[config.mk]
export PLATFORM = sky130hd
export DESIGN_NAME = prbs_err_accumulator_flat
export DESIGN_NICKNAME = d
export VERILOG_FILES = /design/src/rtl/prbs_err_accumulator_pkg.sv /design/src/rtl/prbs_err_accumulator_if.sv /design/src/rtl/prbs_err_accumulator_lane_popcount.sv /design/src/rtl/prbs_err_accumulator.sv /design/src/flat_wrapper.sv
export SDC_FILE = /design/constraint.sdc
export NUM_CORES = 1
export LEC_CHECK = 0
export ABC_AREA = 1
export CORE_ASPECT_RATIO = 1.75
export CORE_MARGIN = 5
export CORE_UTILIZATION = 45
export DETAILED_ROUTE_END_ITERATION = 10
export GPL_ROUTABILITY_DRIVEN = 0
export GPL_TIMING_DRIVEN = 0
export PLACE_DENSITY_LB_ADDON = 0.25
export SYNTH_ARGS = -nofsm -noshare
export SYNTH_HDL_FRONTEND = slang
export SYNTH_SLANG_ARGS = --single-unit
[constraint.sdc]
create_clock -name clk_adc -period 3.15 [get_ports clk_adc]
set_input_delay 0.945 -clock clk_adc [delete_from_list [all_inputs] [get_ports clk_adc]]
set_output_delay 0.945 -clock clk_adc [all_outputs]
set_load 0.05 [all_outputs]
[src/rtl/prbs_err_accumulator_pkg.sv]
// Shared types and constants for the PRBS error/total-bit accumulator.
package prbs_err_accumulator_pkg;

    localparam int unsigned Ncnt = 64;

    localparam logic [1:0] MODE_CLEAR  = 2'd0;
    localparam logic [1:0] MODE_HOLD   = 2'd1;
    localparam logic [1:0] MODE_RUN    = 2'd2;
    localparam logic [1:0] MODE_FREEZE = 2'd3;

    typedef enum logic [2:0] {
        S_CLEAR,
        S_HOLD,
        S_RUN,
        S_DRAIN,
        S_SNAP,
        S_FROZEN
    } acc_state_t;

endpackage

[src/rtl/prbs_err_accumulator_if.sv]
// JTAG control/readback and PRBS checker flag bundle for the accumulator.
interface prbs_err_accumulator_if #(
    parameter int unsigned Nti = 16
);
    logic [1:0]     prbs_checker_mode;
    logic [Nti-1:0] lane_mask;
    logic           err_valid;
    logic [Nti-1:0] err_signals;
    logic [31:0]    prbs_err_bits_upper;
    logic [31:0]    prbs_err_bits_lower;
    logic [31:0]    prbs_total_bits_upper;
    logic [31:0]    prbs_total_bits_lower;
    logic           snap_valid;
    logic           cnt_sat;

    modport master (
        output prbs_checker_mode, lane_mask, err_valid, err_signals,
        input  prbs_err_bits_upper, prbs_err_bits_lower,
               prbs_total_bits_upper, prbs_total_bits_lower, snap_valid, cnt_sat
    );

    modport slave (
        input  prbs_checker_mode, lane_mask, err_valid, err_signals,
        output prbs_err_bits_upper, prbs_err_bits_lower,
               prbs_total_bits_upper, prbs_total_bits_lower, snap_valid, cnt_sat
    );
endinterface

[src/rtl/prbs_err_accumulator_lane_popcount.sv]
// Combinational population count of N lane flags.
module lane_popcount #(
    parameter int unsigned N = 16
) (
    input  logic [N-1:0]             bits,
    output logic [$clog2(N+1)-1:0]   count_c
);
    localparam int unsigned W = $clog2(N + 1);

    always_comb begin
        count_c = '0;
        for (int i = 0; i < N; i++) begin
            count_c = count_c + W'(bits[i]);
        end
    end
endmodule

[src/rtl/prbs_err_accumulator.sv]
// Accumulates masked PRBS error/total bit counts into saturating counters and
// publishes coherent 64-bit snapshots to the JTAG register file.
module prbs_err_accumulator #(
    parameter int unsigned Nti   = 16,
    parameter int unsigned Ncnt  = prbs_err_accumulator_pkg::Ncnt,
    parameter int unsigned Nsync = 2
) (
    input  logic                   clk_adc,
    input  logic                   rstb,
    prbs_err_accumulator_if.slave  bus
);
    import prbs_err_accumulator_pkg::*;

    localparam int unsigned PW = $clog2(Nti + 1);

    logic [1:0]      mode_sync [Nsync];
    logic [Nti-1:0]  mask_sync [Nsync];
    logic [1:0]      msync;
    logic [Nti-1:0]  mask_s;

    acc_state_t      state, next_state;
    logic            accept_c, clear_c, snap_c;

    logic [PW-1:0]   pe_c, pt_c, pe_q, pt_q;
    logic            v1_q;
    logic [Ncnt-1:0] err_acc, tot_acc;
    logic [Ncnt:0]   err_sum_c, tot_sum_c;

    // JTAG-domain mode and mask crossing into the ADC clock
    always_ff @(posedge clk_adc or negedge rstb) begin
        if (!rstb) begin
            for (int i = 0; i < Nsync; i++) begin
                mode_sync[i] <= '0;
                mask_sync[i] <= '0;
            end
        end else begin
            mode_sync[0] <= bus.prbs_checker_mode;
            mask_sync[0] <= bus.lane_mask;
            for (int i = 1; i < Nsync; i++) begin
                mode_sync[i] <= mode_sync[i-1];
                mask_sync[i] <= mask_sync[i-1];
            end
        end
    end

    assign msync  = mode_sync[Nsync-1];
    assign mask_s = mask_sync[Nsync-1];

    always_ff @(posedge clk_adc or negedge rstb) begin
        if (!rstb) state <= S_CLEAR;
        else       state <= next_state;
    end

    always_comb begin
        next_state = state;
        case (state)
            S_CLEAR, S_HOLD, S_RUN: begin
                if      (msync == MODE_CLEAR)  next_state = S_CLEAR;
                else if (msync == MODE_HOLD)   next_state = S_HOLD;
                else if (msync == MODE_RUN)    next_state = S_RUN;
                else                           next_state = S_DRAIN;
            end
            S_DRAIN:  next_state = (msync == MODE_CLEAR) ? S_CLEAR : S_SNAP;
            S_SNAP:   next_state = S_FROZEN;
            S_FROZEN: begin
                if      (msync == MODE_CLEAR) next_state = S_CLEAR;
                else if (msync == MODE_HOLD)  next_state = S_HOLD;
                else if (msync == MODE_RUN)   next_state = S_RUN;
                else                          next_state = S_FROZEN;
            end
            default:  next_state = S_CLEAR;
        endcase
    end

    always_comb begin
        accept_c = 1'b0;
        clear_c  = 1'b0;
        snap_c   = 1'b0;
        case (state)
            S_CLEAR: clear_c  = 1'b1;
            S_RUN:   accept_c = 1'b1;
            S_SNAP:  snap_c   = 1'b1;
            default: ;
        endcase
    end

    lane_popcount #(.N(Nti)) u_pop_err (.bits(bus.err_signals & mask_s), .count_c(pe_c));
    lane_popcount #(.N(Nti)) u_pop_tot (.bits(mask_s),                   .count_c(pt_c));

    // P1: register lane counts and the acceptance qualifier
    always_ff @(posedge clk_adc or negedge rstb) begin
        if (!rstb) begin
            pe_q <= '0;
            pt_q <= '0;
            v1_q <= 1'b0;
        end else begin
            pe_q <= pe_c;
            pt_q <= pt_c;
            v1_q <= bus.err_valid & accept_c;
        end
    end

    // One extra MSB catches the carry out so the counters clamp instead of wrapping
    assign err_sum_c = {1'b0, err_acc} + (Ncnt+1)'(pe_q);
    assign tot_sum_c = {1'b0, tot_acc} + (Ncnt+1)'(pt_q);

    // P2: saturating accumulate; clear wins over any in-flight commit
    always_ff @(posedge clk_adc or negedge rstb) begin
        if (!rstb) begin
            err_acc     <= '0;
            tot_acc     <= '0;
            bus.cnt_sat <= 1'b0;
        end else if (clear_c) begin
            err_acc     <= '0;
            tot_acc     <= '0;
            bus.cnt_sat <= 1'b0;
        end else if (v1_q) begin
            err_acc <= err_sum_c[Ncnt] ? '1 : err_sum_c[Ncnt-1:0];
            tot_acc <= tot_sum_c[Ncnt] ? '1 : tot_sum_c[Ncnt-1:0];
            if (err_sum_c[Ncnt] || tot_sum_c[Ncnt]) bus.cnt_sat <= 1'b1;
        end
    end

    // Readback registers only move on a snapshot load or a clear
    always_ff @(posedge clk_adc or negedge rstb) begin
        if (!rstb) begin
            bus.prbs_err_bits_upper   <= '0;
            bus.prbs_err_bits_lower   <= '0;
            bus.prbs_total_bits_upper <= '0;
            bus.prbs_total_bits_lower <= '0;
            bus.snap_valid            <= 1'b0;
        end else begin
            bus.snap_valid <= (next_state == S_FROZEN);
            if (clear_c) begin
                bus.prbs_err_bits_upper   <= '0;
                bus.prbs_err_bits_lower   <= '0;
                bus.prbs_total_bits_upper <= '0;
                bus.prbs_total_bits_lower <= '0;
            end else if (snap_c) begin
                bus.prbs_err_bits_upper   <= err_acc[Ncnt-1 -: 32];
                bus.prbs_err_bits_lower   <= err_acc[31:0];
                bus.prbs_total_bits_upper <= tot_acc[Ncnt-1 -: 32];
                bus.prbs_total_bits_lower <= tot_acc[31:0];
            end
        end
    end
endmodule

[src/flat_wrapper.sv]
// flat-port wrapper written by rule: the top's interface ports become plain ports
module prbs_err_accumulator_flat import prbs_err_accumulator_pkg::*;
#(
    parameter int unsigned Nti   = 16,
    parameter int unsigned Ncnt  = prbs_err_accumulator_pkg::Ncnt,
    parameter int unsigned Nsync = 2
)
  (clk_adc, rstb, bus_prbs_checker_mode, bus_lane_mask, bus_err_valid, bus_err_signals, bus_prbs_err_bits_upper, bus_prbs_err_bits_lower, bus_prbs_total_bits_upper, bus_prbs_total_bits_lower, bus_snap_valid, bus_cnt_sat);
  prbs_err_accumulator_if #(.Nti(Nti)) bus_i ();
  input  logic clk_adc;
  input  logic rstb;
  input wire logic [$bits(bus_i.prbs_checker_mode)-1:0] bus_prbs_checker_mode;
  input wire logic [$bits(bus_i.lane_mask)-1:0] bus_lane_mask;
  input wire logic [$bits(bus_i.err_valid)-1:0] bus_err_valid;
  input wire logic [$bits(bus_i.err_signals)-1:0] bus_err_signals;
  output wire logic [$bits(bus_i.prbs_err_bits_upper)-1:0] bus_prbs_err_bits_upper;
  output wire logic [$bits(bus_i.prbs_err_bits_lower)-1:0] bus_prbs_err_bits_lower;
  output wire logic [$bits(bus_i.prbs_total_bits_upper)-1:0] bus_prbs_total_bits_upper;
  output wire logic [$bits(bus_i.prbs_total_bits_lower)-1:0] bus_prbs_total_bits_lower;
  output wire logic [$bits(bus_i.snap_valid)-1:0] bus_snap_valid;
  output wire logic [$bits(bus_i.cnt_sat)-1:0] bus_cnt_sat;
  assign bus_i.prbs_checker_mode = bus_prbs_checker_mode;
  assign bus_i.lane_mask = bus_lane_mask;
  assign bus_i.err_valid = bus_err_valid;
  assign bus_i.err_signals = bus_err_signals;
  assign bus_prbs_err_bits_upper = bus_i.prbs_err_bits_upper;
  assign bus_prbs_err_bits_lower = bus_i.prbs_err_bits_lower;
  assign bus_prbs_total_bits_upper = bus_i.prbs_total_bits_upper;
  assign bus_prbs_total_bits_lower = bus_i.prbs_total_bits_lower;
  assign bus_snap_valid = bus_i.snap_valid;
  assign bus_cnt_sat = bus_i.cnt_sat;
  prbs_err_accumulator #(.Nti(Nti), .Ncnt(Ncnt), .Nsync(Nsync)) u_core (.clk_adc(clk_adc), .rstb(rstb), .bus(bus_i));
endmodule
Word level (Yosys, flattened, before mapping) --
Index checks and enable logic that the tools add are counted.
Word-level totals: memories kept 0, RAM bits 0, output and inout port bits 130, input port bits 37, ROM bits 0, bits in registers 308, latch bits 0
Cells by class: shift operators 0, reductions and logical operators 8, multiply operators 0, multiplexer cells 28, add/subtract/negate cells 32, eq/ne operators 8, div/mod/pow operators 0, $lt $le $gt $ge 0, bitwise gates (word level) 2
Operator list (number):
- $mux 64 | 6
- $mux 32 | 8
- $add 64x5->65 | 2
- $add 5x1->5 | 22
- $mux 3 | 6
- $and 16x16->16 | 1
- $pmux 3 s4 | 1
- $add 4x1->5 | 2
- $eq 3x3->1 const B | 3
- $add 3x1->4 | 2
- $mux 1 | 7
- $add 2x1->3 | 2
- $eq 3x2->1 const B | 2
- $reduce_bool 2->1 | 3
- $add 1x1->2 | 2
- $eq 3x1->1 const B | 1
- $logic_not 3->1 | 1
- $reduce_or 3->1 | 1
- $eq 2x1->1 const B | 1
- $eq 2x2->1 const B | 1
- $logic_not 2->1 | 1
- $reduce_and 2->1 | 1
- $and 1x1->1 | 1
- $logic_or 1x1->1 | 1

Depth between registers and ports, before layout --
depth after elaboration 16, gate-level depth with buffers 14, depth with buffers taken out 14

Cells and area by module --
Synthesis repeated with hierarchy kept, for this count alone.
Second synthesis, totals: cells, all modules 2367, area, all modules 17246.5 µm²
Modules (own cells, without submodules):
- prbs_err_accumulator | cells each 2259, area an instance 16403.2 µm², instances 1
- lane_popcount (u_core.u_pop_tot) | cells each 56, area an instance 429.2 µm², instances 1
- lane_popcount (u_core.u_pop_err) | cells each 52, area an instance 414.1 µm², instances 1

Least setup slack after synthesis --
Ideal clock, no wire load.
path type input-to-reg, from input port bus_err_signals[0], to register u_core.pe_q[2], stages 12, buffers on the path 0, data arrival time 3840 ps, path slack -814 ps, data required time 3027 ps, cell sequence nand2_1 -> inv_1 -> fa_1 -> inv_1 -> fa_1 -> fa_1 -> fa_1 -> inv_1 -> ha_1 -> inv_1 -> fa_1 -> xnor2_1
Between the ends: word-level cells in the longest chain between the ends 16
Ends and longest elaborated chain:
- start: declaration | RTL line flat_wrapper.sv:15 | input wire logic [$bits(bus_i.err_signals)-1:0] bus_err_signals;
- $and 16x16->16 | RTL line prbs_err_accumulator.sv:87 | lane_popcount #(.N(Nti)) u_pop_err (.bits(bus.err_signals & mask_s), .count_c(pe_c));
- $add 1x1->2 | RTL line prbs_err_accumulator_lane_popcount.sv:13 | count_c = count_c + W'(bits[i]);
- $add 2x1->3 | RTL line prbs_err_accumulator_lane_popcount.sv:13
- $add 3x1->4 | RTL line prbs_err_accumulator_lane_popcount.sv:13
- $add 4x1->5 | RTL line prbs_err_accumulator_lane_popcount.sv:13
- $add 5x1->5 (11 in a row) | RTL line prbs_err_accumulator_lane_popcount.sv:13
- via u_core.pe_c[2] | RTL line prbs_err_accumulator.sv:24 | logic [PW-1:0] pe_c, pt_c, pe_q, pt_q;
- end signal: assignment | RTL line prbs_err_accumulator.sv:97 | pe_q <= pe_c;
- end: declaration | RTL line prbs_err_accumulator.sv:24
The timed path passes the listed nets, and every way through them passes these cells. A chain may end at the register's enable or synchronous reset.

Worst setup path in the final report --
from input port bus_err_signals[1], to register u_core.pe_q[1]
Same word-level chain as after synthesis.

==> metrics.md <==
| Metric | Value |
|---|---|
| Worst Path Arrival | 3.94 ns |
| CP Data Required Time | 3.63 ns |
| Fin Setup TNS | -1.888 ns |
| Setup crit end kind | flip-flop |
| Layout Nets | 2603 |
| Largest fanout on the critical path | 2 |
| X dimension of the die | 157.3 um |
| Crit Path Category | primary input to flip-flop |
| Transition time of the tightest slew-check pin | 1.224 ns |
| Final setup violation count | 8 |
| Worst Hold Class | primary input to asynchronous set/reset pin |
| Max Cap Viol | 0 |
| Launching element type of the critical path | primary input |
| Clk pin slew, worst setup/hold paths | 0.07 ns |
| Distinct cell type count of the synthesized netlist | 38 |
| Total CTS buffers | 29 |
| Post-synth top area cell | dfrtp_1 |
| Placeable core area | 0.03764 sq mm |
| Post-route antenna net violation count | 0 |
| Sink Count | 308 |
| Commonest non-fill, non-tap cells in the layout | 664 x nand2_1, 385 x o21ai_0, 308 x dfrtp_1 |
| PD cells | 525.9 mW/mm^2 |
| Number of buffers inserted for hold repair after clock tree synthesis | 0 |
| Full die area | 0.04214 sq mm |
| Syn Area/Cell | 7.362 sq um |
| Highest clock rate | 0.2884 GHz |
| Worst clock skew | 0.01350 ns |
| Dpl hpwl | 47.79 mm |
| Top cells by area in the synthesized netlist | dfrtp_1 45%, nand2_1 15%, o21ai_0 11% |
| Run status | finished with violations |
| Top Family by Delay on Critical Path | adder cells |
| Leakage | 0.009210 uW |
| Shortest clock period the worst path allows after layout | 3.467 ns |
| Total Routed Length | 61.61 mm |
| Relative max-transition margin | 17.56% |
| Starting Density | 45.42% |
| Slowest library cell on the worst path | fa_1 |
| Post-Syn Instances | 2322 |
| Iteration-0 DRC Markers | 1167 |
| Delay of the slowest cell on the worst path | 0.54 ns |
| Clock latency on the worst-skew pair | 0.58 ns |
| Growth of design area from synthesis to finish | 20.18% |
| Routing usage on met3 | 4.463% |
| Post-synthesis cell area | 0.01710 sq mm |
| Leading cell type in the layout, fill and taps excluded | nand2_1 |
| Wire length of the first global-routing pass | 94.04 mm |
| Fin worst setup slack | -0.3173 ns |
| Max Root-Sink Buffers | 3 |
| Highest ir drop seen on vdd | 357.5 uV |
| Violations in the final reports | setup timing |
| Avg WL per Cell | 20.36 um |
| Fraction of synthesized cell area taken by the top area cell type | 45.09% |
| Max Slew Vio Count | 0 |
| Post-layout power | 10810 uW |
| Met1 Use GR | 29.83% |
| Count of endpoints failing hold in the final timing report | 0 |
| Register bit total from synthesis | 308 |
| Cell at the root of the clock tree | clkbuf_16 |
| Die H | 267.8 um |
| Count of buffers from port buffering | 166 |
| Row count | 94 |
| Count of yosys warnings during synthesis | 0 |
| Net Count, Synth | 2401 |
| H-tree lvl count | 1 |
| Number of detailed-routing iterations run before antenna repair | 7 |
| Largest net degree at the start of global routing | 115 |
| Overall Global Routing Usage | 29.17% |
| Placement-stage worst setup slack | -1.301 ns |
| Non-filler cells, final | 3026 |
| Grt peak-use layer | met2 |
| Post-detailed-route via-to-cell ratio | 5.573 |
| Buffers plus inverters on the worst setup path | 6 |
| Via count of the first global-routing pass | 16710 |
| Total congestion overflow | 0 |
| Via count | 16870 |
| Met2 global-route usage | 52.79% |
| Number of placed instances with taps included | 2971 |
| Share of post-route cells with drive strength above 1 | 5.501% |
| Initial antenna violation count | 0 |
| Setup repair after global routing missed its margin | true |
| CTS tree | built |
| Number of remaining DRC errors | 0 |
| Cells traversed along the worst timing path | buf_6 -> nand2_2 -> inv_2 -> fa_1 -> inv_1 -> fa_1 -> fa_1 -> fa_1 -> inv_2 -> ha_4 -> inv_2 -> fa_2 -> inv_2 |
| Post-synthesis sequential area ratio | 45.09% |
| Portion of the clock cycle consumed by the worst path in the final layout | 110.1% |
| I/O pins | 167 |
==> final timing paths <==
| kind | startpoint | end | cells past startpoint | slack (ns) |
|---|---|---|---|---|
| max | bus_err_signals[1] | u_core.pe_q[1] | 13 | -0.32 |
| min | rstb | u_core.bus.prbs_total_bits_upper[5] | 1 | 0.26 |
| max reg2reg | u_core.mask_s[11] | u_core.pt_q[2] | 10 | -0.29 |
| min reg2reg | u_core.mask_sync[24] | u_core.mask_s[8] | 0 | 0.35 |
| max in group asynchronous | rstb | u_core.bus.prbs_err_bits_lower[8] | 3 | 1.54 |
| min in group clk_adc | u_core.mask_sync[24] | u_core.mask_s[8] | 0 | 0.35 |
==> cell type report <==
type,count,area (sq um)
fillers,3595,17090
inverters,268,1007
multi-input cells,1666,8038
clock buffers,37,795.8
repair buffers,171,1739
well taps,480,600.6
flip-flops and latches,308,7707
clock inverters,15,240.2
diodes,1,2.502
plain buffers,80,414.1
==> report_power, final <==
group | internal [uW] | leakage [uW] | switching, uW | total, uW
clock network | 2280 | 0.000514 | 1620 | 3900
logic | 677 | 0.00450 | 1970 | 2650
registers | 4120 | 0.00420 | 136 | 4260
total | 7080 | 0.00921 | 3730 | 10800
==> logic make-up after synthesis <==
family | share of synthesized area [%]
flops | 45.09
fa+ha+maj | 4.040
xor+xnor | 1.896
simple gates | 28.44
buf+inv | 8.314
compound gates | 12.22
==> routing by layer <==
layer / vias up / share of wire, %
met5: - / 0
met4: 0 / 9.3
met3: 253 / 6.3
met2: 740 / 52
met1: 8039 / 32
li1: 7833 / -
==> metrics by stage <==
step | hold WS (ns) | instance area (sq um) | util [%]
2_1_floorplan | 0.3312 | 17120 | -
3_3_place_gp | 0.3340 | 19380 | 51.50
3_5_place_dp | 0.3356 | 19470 | 51.73
4_1_cts | 0.2638 | 20500 | 54.48
5_1_grt | 0.2834 | 20540 | 54.58
6_report | 0.2638 | 20540 | 54.59
==> cells in the mapped netlist <==
cell	instances
a21oi_1	7
buf_1	1
inv_1	264
inv_2	3
nand4_1	29
fa_1	22
o21bai_1	1
o21ai_2	2
xor2_1	35
a31oi_1	1
nor2_2	5
clkbuf_1	50
xnor2_1	2
and2_1	8
ha_1	20
buf_6	12
nand3_1	193
o211ai_1	2
o21ai_1	12
nand2_2	5
nand3_2	2
nand2_4	5
or2_2	1
dfrtp_1	308
nor3_1	2
nand3b_1	4
o21ai_0	386
nor3b_1	1
nor2_1	245
clkinv_2	1
o311ai_0	1
a21boi_0	1
nor2_4	2
nand2_1	669
nor2b_1	2
buf_2	16
buf_4	1
and3_1	1
==> what timing repair did <==
action	in CTS	in global routing
endpoints found under the setup margin	9	8
gates cloned	0	0
pin swaps	14	8
buffers inserted	2	0
gates resized for setup	41	12
==> state kept, by name, summed over array words and instances (netlist names) <==
| register | count |
|---|---|
| u_core.pe_q | 5 |
| u_core.tot_acc | 64 |
| u_core.bus.cnt_sat | 1 |
| u_core.v1_q | 1 |
| u_core.msync | 2 |
| u_core.bus.prbs_err_bits_lower | 32 |
| u_core.pt_q | 5 |
| u_core.mask_sync | 16 |
| u_core.mask_s | 16 |
| u_core.bus.prbs_err_bits_upper | 32 |
| u_core.bus.prbs_total_bits_upper | 32 |
| u_core.mode_sync | 2 |
| u_core.err_acc | 64 |
| u_core.state | 3 |
| u_core.bus.prbs_total_bits_lower | 32 |
| u_core.bus.snap_valid | 1 |
Note: power is estimated with default switching activity, not from simulation.
